===== config.mk =====
export PLATFORM = sky130hd
export DESIGN_NAME = square_seq_flat
export DESIGN_NICKNAME = d
export VERILOG_FILES = /design/src/rtl/square_seq_if.sv /design/src/rtl/square_seq.sv /design/src/flat_wrapper.sv
export SDC_FILE = /design/constraint.sdc
export NUM_CORES = 1
export LEC_CHECK = 0
export CAP_MARGIN = 0
export CORE_MARGIN = 3
export CORE_UTILIZATION = 48
export CTS_BUF_LIST = sky130_fd_sc_hd__clkbuf_8
export DETAILED_ROUTE_END_ITERATION = 12
export PLACE_DENSITY = 0.81
export SYNTH_ARGS = -nofsm -noshare
export SYNTH_HDL_FRONTEND = slang
export SYNTH_SLANG_ARGS = --single-unit

===== constraint.sdc =====
create_clock -name clk -period 3.8 [get_ports clk]
set_input_delay 0.38 -clock clk [delete_from_list [all_inputs] [get_ports clk]]
set_output_delay 0.38 -clock clk [all_outputs]
set_load 0.02 [all_outputs]

===== src/rtl/square_seq_if.sv =====
// Result stream for square_seq: one (x, x^2) pair per valid/ready handshake.
// The producer drives valid and data; the consumer drives ready.
interface square_seq_if #(
    parameter int W = 4
);
    logic           out_valid;
    logic           out_ready;
    logic [W-1:0]   x_out;
    logic [2*W-1:0] sq_out;

    modport master (
        output out_valid,
        output x_out,
        output sq_out,
        input  out_ready
    );

    modport slave (
        input  out_valid,
        input  x_out,
        input  sq_out,
        output out_ready
    );
endinterface


===== src/rtl/square_seq.sv =====
// Streams x^2 for x = x_first .. x_last (wrapping), built incrementally
// with (x+1)^2 = x^2 + 2x + 1 so no multiplier is needed.
module square_seq #(
    parameter int W = 4
) (
    input  logic         clk,
    input  logic         rst,
    input  logic         start,
    input  logic [W-1:0] x_first,
    input  logic [W-1:0] x_last,
    output logic         busy,
    output logic         done,
    square_seq_if.master res
);

    typedef enum logic [1:0] {
        IDLE = 2'd0,
        SEED = 2'd1,
        RUN  = 2'd2,
        DONE = 2'd3
    } state_t;

    state_t         state;
    state_t         state_nx;
    logic [W-1:0]   x;
    logic [2*W-1:0] sq;
    logic [W-1:0]   lo;
    logic [W-1:0]   hi;
    logic [2*W-1:0] sq_step;
    logic           at_lo;
    logic           at_hi;
    logic           hs;

    // The odd term 2x+1 is just x shifted left with a 1 in the LSB.
    assign sq_step = sq + {{(W-1){1'b0}}, x, 1'b1};
    assign at_lo   = (x == lo);
    assign at_hi   = (x == hi);
    assign hs      = (state == RUN) && res.out_ready;

    // State register.
    always_ff @(posedge clk or negedge rst) begin
        if (!rst) begin
            state <= IDLE;
        end else begin
            state <= state_nx;
        end
    end

    // Next-state logic: seed walks up from zero, run emits until x_last.
    always_comb begin
        state_nx = state;
        unique case (state)
            IDLE: if (start) state_nx = SEED;
            SEED: if (at_lo) state_nx = RUN;
            RUN:  if (hs && at_hi) state_nx = DONE;
            DONE: state_nx = IDLE;
            default: state_nx = IDLE;
        endcase
    end

    // Outputs decoded from the registered state and datapath.
    always_comb begin
        res.out_valid = (state == RUN);
        res.x_out     = x;
        res.sq_out    = sq;
        busy          = (state != IDLE);
        done          = (state == DONE);
    end

    // Datapath: bound latching and the incremental square recurrence.
    always_ff @(posedge clk or negedge rst) begin
        if (!rst) begin
            x  <= '0;
            sq <= '0;
            lo <= '0;
            hi <= '0;
        end else begin
            unique case (state)
                IDLE: begin
                    if (start) begin
                        lo <= x_first;
                        hi <= x_last;
                        x  <= '0;
                        sq <= '0;
                    end
                end
                SEED: begin
                    if (!at_lo) begin
                        x  <= x + 1'b1;
                        sq <= sq_step;
                    end
                end
                RUN: begin
                    if (hs && !at_hi) begin
                        x  <= x + 1'b1;
                        sq <= sq_step;
                    end
                end
                default: begin
                end
            endcase
        end
    end

endmodule

===== src/flat_wrapper.sv =====
// flat-port wrapper written by rule: the top's interface ports become plain ports
module square_seq_flat 
#(
    parameter int W = 4
)
  (clk, rst, start, x_first, x_last, busy, done, res_out_valid, res_x_out, res_sq_out, res_out_ready);
  square_seq_if #(.W(W)) res_i ();
  input  logic clk;
  input  logic rst;
  input  logic start;
  input  logic [W-1:0] x_first;
  input  logic [W-1:0] x_last;
  output logic busy;
  output logic done;
  output wire logic [$bits(res_i.out_valid)-1:0] res_out_valid;
  output wire logic [$bits(res_i.x_out)-1:0] res_x_out;
  output wire logic [$bits(res_i.sq_out)-1:0] res_sq_out;
  input wire logic [$bits(res_i.out_ready)-1:0] res_out_ready;
  assign res_out_valid = res_i.out_valid;
  assign res_x_out = res_i.x_out;
  assign res_sq_out = res_i.sq_out;
  assign res_i.out_ready = res_out_ready;
  square_seq #(.W(W)) u_core (.clk(clk), .rst(rst), .start(start), .x_first(x_first), .x_last(x_last), .busy(busy), .done(done), .res(res_i));
endmodule

==> impl_results.md <==
- NetSw: 0.6423 mW
- Post-cts sizing count: 0
- Residual DRC: 0
- Switching Share: a little over two fifths
- Worst-path cell chain: xor2_1, o41ai_1, a221o_1, or2_2, o21ai_0
- Syn Area/Cell: about 10 um2
- Commonest non-fill, non-tap cell in the layout: clkdlybuf4s50_1
- Initial Util: between 50% and 60%
- Final max-slew violation count: 0
- Pint: 0.8253 mW
- Area of the multi-input gates: ~670 um2
- RR Startpoint: u_core.res.x_out[3]$_DFFE_PN0P_
- Flops & latches, synth: 22
- RR Endpoint: u_core.res.x_out[2]$_DFFE_PN0P_
- Leakage: approximately 0.7 nW
- Async SR Flop Fraction: 100.0%
- TritonCTS clock tree: built
- ANT nets after route: 0
- Setup Buffers After CTS: 0
- Final antenna diode count: 0
- Post-Syn Area: 1274 um2
- Crit path largest cell delay: 650 ps
- Slew headroom: a little under a third
- Worst EP required: a little under 4000 ps
- Synthesis-to-finish area growth: 27.90%
- WL per Instance: 16.18 um
- Vias in the first global route: 1032
- H-tree levels: 1
- First-pass GRT wire length: 4802 um
- Iter 0 DRT Violations: 21
- Finished Layout Cells: 182
- HP Start: u_core.res.sq_out[4]$_DFFE_PN0P_
- Io pins: 27
- Commonest cells after routing, fill and taps aside: clkdlybuf4s50_1, dfrtp_1, nand2_1, inv_1, ha_1
- Largest net degree at the start of global routing: 23
- Reg area: 550.5 um2
- Port bufs: 26
- DP Worst Slack: 1580 ps
- CP max FO: 21
- Maximum VDD drop: roughly 0.56 mV
- CTS root buf: clkbuf_8
- Seq/Total Area, Yosys: 43.22%
- Worst Hold End: u_core.res.sq_out[4]$_DFFE_PN0P_
- Worst slew pin tran: approximately 1000 ps
- Die Y: 57.51 um
- Warnings from Yosys: 0
- WP data arrival: 2450 ps
- Clock power frac: approximately 16%
- Highest clock rate: 0.4358 GHz
- Hold Crit Depth: 2
- Hold Path Class: reg -> reg
- Half-perimeter wire length after placement: about 2100 um
- Clock tree sinks: 22
- Post-synthesis cell count: approximately 130
- Die X: 57.51 um
- RSZ-0062 raised after global routing: false
- Max-cap check violation count: 0
- PwrDens: 900.9 nW/um2
- WL final: slightly below 3000 um
- Core Util, Final: 65.17%
- Unique masters post-synth: 32
- Critical path endpoint category: flop
- PnR worst setup slack: 1505 ps
- Final cycle utilization of the critical path: 60.38%
- Share of the synthesized area in the top cell type: around 43%
- Latest clock arrival within the worst-skew pair: 280 ps
- GP Congestion: 0.8577
- Final Hold Violating Endpoints: 0
- Largest area contributor in the netlist: dfrtp_1
- Hold_buf cts: 0
- Main flop type after synthesis: dfrtp_1
- Initial antenna violation count: 0
- Final setup violation count: 0
- Layout cells sized above 1: 9.211%
- Outcome: completed
- Via count: 1045
- Total Nets Final: 176
- Setup TNS: 0 ps
- Post-synth EDFFs: 0
- Final setup skew: about 5.1 ps
- Global Route Usage Sum: 18.82%
- DP Cell Count: 178
- Worst r2r path cells: 5
- Min cycle time layout: between 2000 and 2500 ps
- Vias per cell: 5.742
- Fill cells: around 220
- Maximum buffer depth of the clock tree: 2
- Startpoint Class: flop
- R2R setup slack: 1510 ps
- Top cells by area, synth: dfrtp_1, ha_1, mux2_2, xor2_1, nand2_1
- Syn Nets: 148
- Flop pwr share: 31.0%
- Critical path type: reg -> reg
- Row count: 18
- Detailed Routing Iterations Pass 1: 4
- Slowest-stage cell, CP: a221o_1
- Combinational Power Share: approximately 54%
- Die area: ~3300 um2
- Core area: 2500 um2
- Aggregate global routing overflow: 0
- Num CTS Buffers: 3
- Clock input transition at the sequential cells of the worst setup and hold paths: about 90 ps
sequential cells by signal, summed over array words and instances (netlist names):
| signal | cells |
|---|---|
| u_core.hi | 4 |
| u_core.state | 2 |
| u_core.lo | 4 |
| u_core.res.sq_out | 8 |
| u_core.res.x_out | 4 |
cell usage after synthesis, drive strengths merged, types with 2 or more instances:
cell type and instances:
o22ai 2, o211ai 2, nand3 3, o21ai 9, dfrtp 22, inv 11
ha 10, nand2 16, xor2 8, o41ai 3, o31ai 2, buf 2
or4 2, a21oi 3, or2 2, nor4 2, nor2 2, mux2 8
nor2b 2, a211oi 2
worst max-delay path, delay by kind of cell, from the launching register on:
kind	cells	cell delay (ps)
AOI/OAI and AO/OA	3	1190
DFF	1	500
xor gates and xnor gates	1	230
and+or+nand+nor	1	260
final cells by class:
cell class                      instances  share of cell area (%)
Multi-Input combinational cell         89                   41.01
Sequential cell                        22                   33.79
Timing Repair Buffer                   26                   15.98
Clock buffer                            3                   2.535
Inverter                               11                   2.535
Tap cell                               30                   2.304
Clock inverter                          1                   1.843
metal layers:
metal	global-route usage (%)	up-vias	share of wire, %
li1	-	498	-
met1	25.36	526	46
met2	30.16	16	49
met3	4.751	5	3.4
met4	4.967	0	1.2
met5	0	-	0
worst max path at each step:
stage	start	to	slack (ps)
2_1_floorplan	u_core.res.x_out[0]$_DFFE_PN0P_	u_core.res.sq_out[6]$_DFFE_PN0P_	1880
3_3_place_gp	res_out_ready	u_core.res.x_out[3]$_DFFE_PN0P_	1640
3_5_place_dp	res_out_ready	u_core.res.x_out[3]$_DFFE_PN0P_	1580
4_1_cts	u_core.res.x_out[3]$_DFFE_PN0P_	u_core.res.x_out[2]$_DFFE_PN0P_	1540
5_1_grt	u_core.res.x_out[0]$_DFFE_PN0P_	u_core.res.x_out[0]$_DFFE_PN0P_	1350
6_report	u_core.res.x_out[3]$_DFFE_PN0P_	u_core.res.x_out[2]$_DFFE_PN0P_	1510
cells by family (layout without fill, tap and decap cells):
family | count (synthesis) | after routing | synth area share (%)
simple gates | 30 | 30 | 11.10
buf+inv | 14 | 41 | 4.322
mux | 9 | 9 | 7.859
compound gates | 31 | 31 | 16.60
flops | 22 | 22 | 43.22
fa+ha+maj | 11 | 11 | 11.39
xor+xnor | 8 | 8 | 5.501
through the flow:
step           total power, mW  hold slack [ps]  instance area [um2]
6_report                 1.468            535.0                 1629
5_1_grt                  1.575            559.0                 1629
4_1_cts                  1.471            540.0                 1629
3_5_place_dp             1.234            519.3                 1558
3_3_place_gp             1.194            500.6                 1558
2_1_floorplan           0.9775            84.41                 1274
power groups by stage:
stage / Combinational (mW) / Sequential [mW] / Clock, mW
global placement: 0.745 / 0.449 / 0
detailed placement: 0.778 / 0.456 / 0
global route: 0.868 / 0.469 / 0.238
floorplan: 0.497 / 0.481 / 0
CTS: 0.790 / 0.453 / 0.229
finish: 0.785 / 0.454 / 0.228
Power figures use the tool's default switching activity.
==> RTL change 1, RTL diff (same settings) <==
`W` is set to 4 in 3 places; all go to 6.
--- a/src/rtl/square_seq_if.sv
+++ b/src/rtl/square_seq_if.sv
@@ -3,3 +3,3 @@
 interface square_seq_if #(
-    parameter int W = 4
+    parameter int W = 6
 );
--- a/src/rtl/square_seq.sv
+++ b/src/rtl/square_seq.sv
@@ -3,3 +3,3 @@
 module square_seq #(
-    parameter int W = 4
+    parameter int W = 6
 ) (
--- a/src/flat_wrapper.sv
+++ b/src/flat_wrapper.sv
@@ -3,3 +3,3 @@
 #(
-    parameter int W = 4
+    parameter int W = 6
 )
Interface: changed (resized res_sq_out, res_x_out, x_first and x_last); port bits go from 27 to 37. No check against the original RTL was run, so the function may have changed too.
==> RTL change 1 against the unedited design <==
Clock power up 5%. Combinational power up 36%. Sequential cell count up 10. Wire length up 24%. Cell area up 44%. Worst setup slack worse by 0.27 ns. Maximum frequency down 10%. Power up 33%. Synthesized area up 47%. Critical endpoint is now u_core.res.sq_out[10].
==> RTL change 1: results (changes against the unedited design) <==
stage	metric	value	unit	change
critical_path	Crit-path slowest cell	dfrtp_1		
synthesis	Post-Syn Nets	217		+47%
final_layout	Multi-Input Combinational	140		+57%
timing	measured slew at the worst slew-check pin	0.911	ns	-0.118 ns
synthesis	most frequent cells after synthesis	dfrtp_1, nand2_1, nand3_1		
floorplanning	area of the core	3720	um2	+49%
timing	worst hold slack	0.487	ns	-0.0484 ns
worst_hold_path	Worst Hold Class	input port to asynchronous set/reset pin		
global_route	first-pass GRT wire length	6020	um	+25%
synthesis	sequential-to-total area share from yosys stat	0.428		-0.00470
power	Lkg Pwr	0.987	nW	+37%
critical_path	FF-to-FF End	u_core.res.sq_out[10]		
synthesis	Area contributors post-synth	dfrtp_1, ha_1, mux2_2		
global_route	largest net degree at the start of global routing	34		+48%
critical_path	crit path max fanout	10		-52%
route	DRT iter0 DRCs	49		+130%
synthesis	post-synthesis cell type count	38		+19%
clock_tree	Clock Sink Count	32		+45%
critical_path	worst r2r src	u_core.res.x_out[0]		
placement	DP HPWL	2600	um	+23%
clock_tree	Worst-path clk slew	0.06	ns	-0.03 ns
placement	Placer Congestion	0.796		-7.2%
outcome	status	complete, no violations		
final_layout	Non-clk invs	9		-2
critical_path	Critical Path Max Stage Delay	0.53	ns	-0.12 ns
final_layout	proportion of layout cells with a drive suffix above 1	0.0889		-0.00322
global_route	total track usage	0.175		-0.0132
power	Internal	1.10	mW	+33%
final_layout	Multi-input gate area	998	um2	+49%
critical_path	Critical Path AT	2.78	ns	+0.33 ns
final_layout	non-clock buffer count	37		+42%
critical_path	reg-to-reg setup timing slack	1.24	ns	-0.27 ns
global_route	vias in the first global route	1340		+30%
synthesis	Mapped Cells	189		+51%
placement	Placed Area	2260	um2	+45%
route	total number of vias	1473		+41%
route	met2 WL	1650	um	+14%
placement	placed insts	266		+49%
power	VDD IR max	456	uV	-18%
route	WL/cell	13.3	um	-18%
clock_tree	H-tree Lvls	2		+1
route	routed wl met3	190	um	+88%
placement	Port-buffer cells	36		+38%
critical_path	R2R depth	8		+3
global_route	met3 Use GR	0.0460		-0.00153
final_layout	Clock buf/inv share	0.0332		-0.0106
RTL change 1: cell types whose count changed in the layout (fill, tap and decap cells not counted), sizes merged, moves of 5 or more:
| cell | delta |
|---|---|
| nand2 | +5 |
| dfrtp | +10 |
| xor2 | -5 |
| xnor2 | +12 |
| nand3 | +14 |
| clkdlybuf4s50 | +10 |
RTL change 1: how the worst max path moves through the flow:
stage,startpoint,to,slack (ns),cells past startpoint
finish,u_core.res.x_out[0],u_core.res.sq_out[10],1.24,8
global route,u_core.res.x_out[0],u_core.res.sq_out[10],1.03,8
CTS,u_core.res.x_out[0],u_core.res.sq_out[10],1.25,8
detailed placement,u_core.res.x_out[0],u_core.res.sq_out[10],1.27,8
global placement,u_core.res.x_out[0],u_core.res.sq_out[10],1.35,8
floorplan,u_core.res.x_out[0],u_core.res.sq_out[10],1.29,9
RTL change 1: cells by family after synthesis:
logic type | Yosys count | share of synthesized area
AO/OA/AOI/OAI | 32 | 0.118
XOR/XNOR | 15 | 0.0701
adder cells (fa/ha/maj) | 12 | 0.0842
buffers and inverters | 17 | 0.0394
flip-flops | 32 | 0.428
multiplexers | 13 | 0.0775
AND/OR/NAND/NOR | 68 | 0.183
RTL change 1: critical path: cells and delay by family (launching register included):
kind            cells  cell delay, ns
simple gates        4            1.19
flops               1            0.53
fa+ha+maj           1            0.39
compound gates      2            0.30
buf+inv             1            0.10
RTL change 1: power by group through the flow:
stage | clock (mW) | sequential (mW) | combinational [mW]
global route | 0.260 | 0.680 | 1.18
CTS | 0.247 | 0.656 | 1.07
detailed placement | 0 | 0.662 | 1.06
floorplan | 0 | 0.691 | 0.711
global placement | 0 | 0.653 | 1.05
finish | 0.239 | 0.653 | 1.07
==> RTL change 2, RTL diff (same settings) <==
Made on the original files. Re-encode `state_t` (4 states) as Gray code, 2 bits wide.
--- a/src/rtl/square_seq.sv
+++ b/src/rtl/square_seq.sv
@@ -16,6 +16,6 @@
     typedef enum logic [1:0] {
-        IDLE = 2'd0,
-        SEED = 2'd1,
-        RUN  = 2'd2,
-        DONE = 2'd3
+        IDLE = 2'b00,
+        SEED = 2'b01,
+        RUN  = 2'b11,
+        DONE = 2'b10
     } state_t;
Formal check against the unedited RTL: no difference found for any inputs over 10 cycles, from zero or initial values and one cycle with rst low; not proved beyond that.
==> RTL change 2 against the unedited design <==
Cell area increased by 1.0%. Power increased by 23%. Worst setup slack improved by 0.084 ns. Sequential cell count unchanged. Synthesized area increased by 2.1%. Wire length decreased by 11%. Maximum frequency increased by 3.8%. Count of clock-buffer cells in the layout unchanged. Worst hold slack improved by 0.0030 ns.
==> RTL change 2: results (changes against the unedited design) <==
stage	metric	value	unit	change
outcome	status	complete, no violations		
final_layout	# fillers	197		-10%
final_layout	final net count	168		-4.5%
synthesis	Yosys Warn Count	0		unchanged
global_route	met3 Use GR	0.0512		+0.00371
power	Clk pwr share	0.123		-0.032
placement	Placer Congestion	0.750		-13%
global_route	antenna violations before repair	0		unchanged
global_route	total track usage	0.178		-0.0105
critical_path	Critical Path AT	1.83	ns	-0.62 ns
critical_path	Crit-path slowest cell	dfrtp_1		
synthesis	Mapped Cells	123		-1.6%
power	Overall Power	1.80	mW	+23%
clock_tree	post-cts sizing count	0		unchanged
power	Lkg Pwr	0.716	nW	-0.66%
critical_path	Critical Path Max Stage Delay	0.70	ns	+0.05 ns
route	DRT met1 WL	1150	um	-16%
synthesis	xor/xnor cell area share of the yosys netlist	0.0606		+0.00563
route	Vias/cell	5.61		-2.2%
timing	clk_skew	0.00733	ns	+0.00226 ns
final_layout	Largest register FFs	8		unchanged
global_route	global-route track usage on met2	0.287		-0.0145
final_layout	proportion of layout cells with a drive suffix above 1	0.141		+0.0488
placement	post-placement worst setup slack	1.67	ns	+0.0877 ns
critical_path	crit path max fanout	17		-19%
power	Comb group	1.07	mW	+36%
critical_path	cell family with most CP delay	flip-flops		
route	total number of vias	1005		-3.8%
power	Sw Pwr	0.763	mW	+19%
placement	DP HPWL	1940	um	-8.6%
final_layout	Reg area	551	um2	unchanged
synthesis	Area contributors post-synth	dfrtp_1, mux2_2, ha_1		
placement	placed insts	175		-1.7%
route	WL final	2620	um	-11%
global_route	met1 usage	0.237		-0.0170
synthesis	post-synthesis cell type count	42		+31%
synthesis	adder-cell share of the synthesized area	0.0635		-0.0504
synthesis	post-synthesis compound-gate area fraction	0.152		-0.0139
route	DRT Pass-1 Iters	4		unchanged
timing	relative slew slack	0.349		+0.0368
synthesis	most frequent cells after synthesis	dfrtp_1, inv_1, o21ai_0		
global_route	largest net degree at the start of global routing	23		unchanged
clock_tree	Worst-path clk slew	0.09	ns	about the same
route	DR top layer	met4		
placement	Placed Area	1570	um2	+1.0%
synthesis	Post-Syn Nets	141		-4.7%
route	routed wl met3	156	um	+54%
synthesis	sequential-to-total area share from yosys stat	0.423		-0.00874
synthesis	mux contribution to synthesized area	0.113		+0.0340
global_route	first-pass GRT wire length	4680	um	-2.6%
route	met2 WL	1280	um	-12%
power	VDD IR max	636	uV	+14%
RTL change 2: cell count changes in the layout (fill, tap and decap cells not counted), moves of 3 or more:
cell and delta:
xor2_1 -4, nand2_1 -10, ha_1 -5, nor3_1 +4, xnor2_1 +5, o41ai_1 -3
RTL change 2: layout make-up:
cell class	instances	share of cell area
timing repair buffer	26	0.158
sequential	22	0.335
clock inverter	1	0.0183
multi-input combinational	87	0.418
inverter	10	0.0228
tap	30	0.0228
clock buffer	3	0.0251
RTL change 2: path summary, 6_finish.rpt:
kind | startpoint | endpoint | slack (ns) | cells after the start
hold reg to reg | u_core.lo[3] | u_core.lo[3] | 0.54 | 1
setup / recovery | u_core.state[0] | res_out_valid | 1.59 | 2
min in group asynchronous | rst | u_core.res.sq_out[2] | 0.64 | 1
max in group asynchronous | rst | u_core.res.sq_out[7] | 2.56 | 1
setup reg to reg | u_core.state[0] | u_core.res.sq_out[2] | 1.72 | 4
hold / removal | u_core.lo[3] | u_core.lo[3] | 0.54 | 1
